**src/rtl/rr_arb_mux_pkg.sv**
```systemverilog
// Shared CPU package: machine word width and the index-width helper used to
// size channel selectors.
//   XLEN  - native data word width (default payload width of the arbiter)
//   clog2 - max(1, ceil(log2(value))), width needed to index 'value' items
package rr_arb_mux_pkg;

  localparam int XLEN = 32'sd32;

  function automatic int clog2(input int value);
    int res;
    res = 32'sd0;
    for (int i = 0; i < 31; i++) begin
      if ((32'sd1 <<< i) < value) begin
        res = i + 32'sd1;
      end else begin
        res = res;
      end
    end
    // A single-item index still needs one bit of select
    if (res < 32'sd1) begin
      res = 32'sd1;
    end else begin
      res = res;
    end
    return res;
  endfunction

endpackage

```
**src/rtl/rr_arb_mux_pick.sv**
```systemverilog
// rr_pick: combinational round-robin search.
//   ptr   - index where the search starts (always below N)
//   req   - per-channel request bits
//   grant - one-hot grant (all zeros when nothing is requested)
//   gidx  - index of the granted channel (0 when nothing is requested)
//   any   - at least one request bit is set
module rr_pick
  import rr_arb_mux_pkg::*;
#(
  parameter  int N   = 2,
  localparam int IDW = clog2(N)
) (
  input  logic [IDW-1:0] ptr,
  input  logic [N-1:0]   req,
  output logic [N-1:0]   grant,
  output logic [IDW-1:0] gidx,
  output logic           any
);

  int             sum_s;
  logic [IDW-1:0] idx_s;

  // Walk ptr, ptr+1, ... with an explicit wrap at N; the first set bit wins
  always_comb begin
    grant = '0;
    gidx  = '0;
    any   = 1'b0;
    sum_s = 32'sd0;
    idx_s = '0;
    for (int k = 0; k < N; k++) begin
      sum_s = int'(ptr) + k;
      // Wrap at N rather than at 2**IDW so non-power-of-two N never aliases
      if (sum_s >= N) begin
        sum_s = sum_s - N;
      end else begin
        sum_s = sum_s;
      end
      idx_s = IDW'(sum_s);
      if (!any && req[idx_s]) begin
        any          = 1'b1;
        grant[idx_s] = 1'b1;
        gidx         = idx_s;
      end else begin
        any = any;
      end
    end
  end

endmodule

```
**src/rtl/rr_arb_mux.sv**
```systemverilog
// rr_arb_mux: N-channel round-robin arbiter feeding a single output register.
//   clk, rst   - clock and synchronous active-high reset
//   req_valid  - per-channel request valid
//   req_data   - packed payloads, channel i at [i*WIDTH +: WIDTH]
//   req_ready  - per-channel accept strobe (at most one bit set)
//   out_valid  - output register holds a word
//   out_data   - registered payload
//   out_sel    - channel that sourced out_data
//   out_ready  - consumer accepts the output word
module rr_arb_mux
  import rr_arb_mux_pkg::*;
#(
  parameter  int WIDTH = XLEN,
  parameter  int N     = 2,
  localparam int IDW   = clog2(N)
) (
  input  logic               clk,
  input  logic               rst,
  input  logic [N-1:0]       req_valid,
  input  logic [N*WIDTH-1:0] req_data,
  output logic [N-1:0]       req_ready,
  output logic               out_valid,
  output logic [WIDTH-1:0]   out_data,
  output logic [IDW-1:0]     out_sel,
  input  logic               out_ready
);

  logic [IDW-1:0]   ptr_r;
  logic [N-1:0]     grant_s;
  logic [IDW-1:0]   gidx_s;
  logic             any_s;
  logic             load_en_s;
  logic [IDW-1:0]   ptr_next_s;
  logic [WIDTH-1:0] words_s [N];
  logic [WIDTH-1:0] sel_data_s;

  rr_pick #(.N(N)) u_pick (
    .ptr   (ptr_r),
    .req   (req_valid),
    .grant (grant_s),
    .gidx  (gidx_s),
    .any   (any_s)
  );

  // The output register can take a new word when empty or being drained
  assign load_en_s = ~out_valid | out_ready;

  for (genvar i = 0; i < N; i++) begin : g_words
    assign words_s[i] = req_data[i*WIDTH +: WIDTH];
  end

  // req_data only reaches the register input, never an output directly
  assign sel_data_s = words_s[gidx_s];

  // Accept strobe: the granted channel, only when the register can load
  always_comb begin
    if (rst) begin
      req_ready = '0;
    end else if (load_en_s) begin
      req_ready = grant_s;
    end else begin
      req_ready = '0;
    end
  end

  // Next search start is one past the winner, wrapping explicitly at N
  always_comb begin
    if (gidx_s == IDW'(N - 1)) begin
      ptr_next_s = '0;
    end else begin
      ptr_next_s = gidx_s + IDW'(1);
    end
  end

  // Output register and round-robin pointer
  always_ff @(posedge clk) begin
    if (rst) begin
      out_valid <= 1'b0;
      out_data  <= '0;
      out_sel   <= '0;
      ptr_r     <= '0;
    end else if (load_en_s && any_s) begin
      out_valid <= 1'b1;
      out_data  <= sel_data_s;
      out_sel   <= gidx_s;
      ptr_r     <= ptr_next_s;
    end else if (load_en_s) begin
      // Drained with nothing pending: drop valid, keep the last payload
      out_valid <= 1'b0;
      out_data  <= out_data;
      out_sel   <= out_sel;
      ptr_r     <= ptr_r;
    end else begin
      out_valid <= out_valid;
      out_data  <= out_data;
      out_sel   <= out_sel;
      ptr_r     <= ptr_r;
    end
  end

endmodule

```
**config.mk**
```make
export PLATFORM = sky130hd
export DESIGN_NAME = rr_arb_mux
export DESIGN_NICKNAME = d
export VERILOG_FILES = /design/src/rtl/rr_arb_mux_pkg.sv /design/src/rtl/rr_arb_mux_pick.sv /design/src/rtl/rr_arb_mux.sv
export SDC_FILE = /design/constraint.sdc
export NUM_CORES = 1
export LEC_CHECK = 0
export BUFFER_PORTS_ARGS = -buffer_cell sky130_fd_sc_hd__buf_2
export CORE_AREA = 2 2 65 67
export DETAILED_ROUTE_END_ITERATION = 12
export DIE_AREA = 0 0 67 69
export PLACE_DENSITY = 0.82
export SKIP_CTS_REPAIR_TIMING = 1
export SYNTH_ARGS = -nofsm -noshare
export SYNTH_HDL_FRONTEND = slang
export SYNTH_SLANG_ARGS = --single-unit
```
**constraint.sdc**
```tcl
create_clock -name clk -period 2.4 [get_ports clk]
set_input_delay 0.48 -clock clk [delete_from_list [all_inputs] [get_ports clk]]
set_output_delay 0.48 -clock clk [all_outputs]
set_load 0.01 [all_outputs]
```
==> summary.md <==
| Metric | Value |
|---|---|
| Slew Limit Headroom | `about 55%` |
| Setup TNS | `0 ns` |
| Unique masters post-synth | `20` |
| P_leak | `1.007 nW` |
| Worst hold path type | `in2reg` |
| Vias post-DR | `1978` |
| Post-Route WL | `around 5000 µm` |
| Min Tclk post-route | `1.690 ns` |
| Post-detail-place hpwl | `about 3300 µm` |
| Vias per inst | `roughly 5.7` |
| Startpoint Class | `input port` |
| Starting Density | `43.96%` |
| Setup violators final | `0` |
| Post-Syn Nets | `274` |
| Io pins | `105` |
| Overall power | `1.404 mW` |
| Mean Syn Cell Area | `8.392 µm²` |
| RSZ-0062 raised after global routing | `no` |
| CTS tree | `yes` |
| Yosys warning count | `0` |
| Mapped cell area | `around 1700 µm²` |
| Die height | `69 µm` |
| Final Wtd Congestion | `0.7294` |
| Max-cap violations | `0` |
| H-Tree Depth | `2` |
| Clock latency on the worst-skew pair | `roughly 0.27 ns` |
| Die W | `67 µm` |
| Status | `completed` |
| Hold Vio Cnt, Final | `0` |
| Mapped Cells | `205` |
| Final period util | `between 70% and 80%` |
| Clk root buf | `clkbuf_8` |
| Largest net degree at the start of global routing | `37` |
| Total GRT Usage | `between 20% and 30%` |
| Vias in the first global route | `~1900` |
| Antenna Violating Nets Remaining | `0` |
| Total grt overflow | `0` |
| Worst EP required | `1.92 ns` |
| Die footprint | `~4600 µm²` |
| Worst slack at placement | `about 0.67 ns` |
| Fillers | `approximately 380` |
| Antenna violations before repair | `0` |
| Worst EP arrival | `1.21 ns` |
| # clock sinks | `35` |
| Total CTS buffers | `5` |
| Least-Margin Pin Slew | `0.6696 ns` |
| Number of port buffers | `104` |
| VDD IR max | `0.3573 mV` |
| PwrDens | `622.0 nW/µm²` |
| Placed Instances | `between 300 and 400` |
| Final Cell Area | `2257 µm²` |
| Worst setup margin | `0.7097 ns` |
| Row count | `23` |
| Hold slack | `approximately 0.46 ns` |
| # DRC | `0` |
| Clk slew on worst S/H paths | `0.07 ns` |
| Area after DPL | `2157 µm²` |
| Crit. End Element | `primary output` |
| Dominant cell type by area after synthesis | `dfxtp_1` |
| Core Footprint | `roughly 4000 µm²` |
| Layout cell share with drive strength beyond 1 | `just over 40%` |
| Final Core Density | `57.67%` |
| First-pass GRT wire length | `8411 µm` |
| Final net count | `363` |
| Area growth, synth to finish | `31.20%` |
| Fmax | `0.5916 GHz` |
| Drt pass-1 iters | `5` |
| Total inserted antenna cells | `0` |
| DR iter-0 viols | `about 220` |
| CP Max Fanout | `18` |
| FF+latch count, synth | `35` |
| Worst Setup Path Type | `in2out` |
| Top post-synthesis cells by area | `dfxtp_1 (41%), a31oi_1 (12%), nand4_1 (12%), nand3_1 (9.6%), o21ai_0 (8.4%)` |
| Clock buffer depth | `2` |
| Yosys top cell area share | `40.73%` |
| Final Max Tran Viols | `0` |
| Post-synthesis sequential area ratio | `40.73%` |
| Clk_skew | `0.003119 ns` |
| Routed WL per cell | `14.48 µm` |
| Final std cells w/o fill | `345` |
-- critical path: stages --
cell and delay, ns:
buf_2 0.22, a21boi_4 0.20, nand2_1 0.08, nor2_1 0.09, buf_2 0.14
-- kinds of logic after synthesis --
| logic type | Yosys count | synth area share (%) |
|---|---|---|
| DFF | 35 | 40.73 |
| and+or+nand+nor | 74 | 24.80 |
| buffers and inverters | 28 | 11.27 |
| AOI/OAI and AO/OA | 68 | 23.20 |
-- path summary, 6_finish.rpt --
| kind | startpoint | end | slack (ns) | depth (start not counted) |
|---|---|---|---|---|
| setup / recovery | req_valid[1] | req_ready[0] | 0.71 | 5 |
| hold / removal | req_data[30] | out_data[30] | 0.46 | 3 |
| setup reg to reg | out_valid | out_data[24] | 1.06 | 3 |
| hold reg to reg | out_data[28] | out_data[28] | 0.50 | 2 |
-- layer usage --
metal,share of wire [%],up-vias,GRT usage [%]
li1,-,971,-
met1,44,927,27.99
met2,48,76,38.17
met3,7.4,4,4.078
met4,0.54,0,6.803
met5,0,-,0
-- flip-flops by register name, summed over array words and instances, names as in the netlist --
signal,cells
out_data,32
out_sel,1
out_valid,1
ptr_r,1
-- final cells by class --
cell class / count / area, µm² / area share [%]
Timing Repair Buffer: 110 / 565.5 / 25.06
Tap cell: 50 / 62.56 / 2.772
Clock buffer: 8 / 100.1 / 4.435
Sequential cell: 35 / 700.7 / 31.04
Multi-Input combinational cell: 142 / 828.3 / 36.70
-- cells in the final DEF (no fill, tap or decap), types with 2 or more instances in the layout --
cell type  synthesis  routed
and3b_1            2       2
buf_4              3       6
o21ai_0           29      29
o21ai_1            3       3
clkbuf_8           0       7
nand4_1           32      32
nor2_1             2       2
dfxtp_1           35      35
nand3_1           33      33
buf_2              4     104
o21bai_1           2       2
a31oi_1           32      32
-- cells in the mapped netlist, drive strengths merged --
cell type / n
dfxtp: 35
a31oi: 32
o21ai: 32
clkbuf: 12
a21boi: 1
and2b: 1
and3b: 2
nand2: 1
a21oi: 1
o21bai: 2
nand4: 32
nand2b: 2
nor2: 3
buf: 16
nand3: 33
-- report_power, final --
part	internal, mW	switching (mW)
Sequential	0.628	0.0239
Clock	0.262	0.198
Combinational	0.127	0.166
No activity file was read; power rests on OpenSTA's default activity.
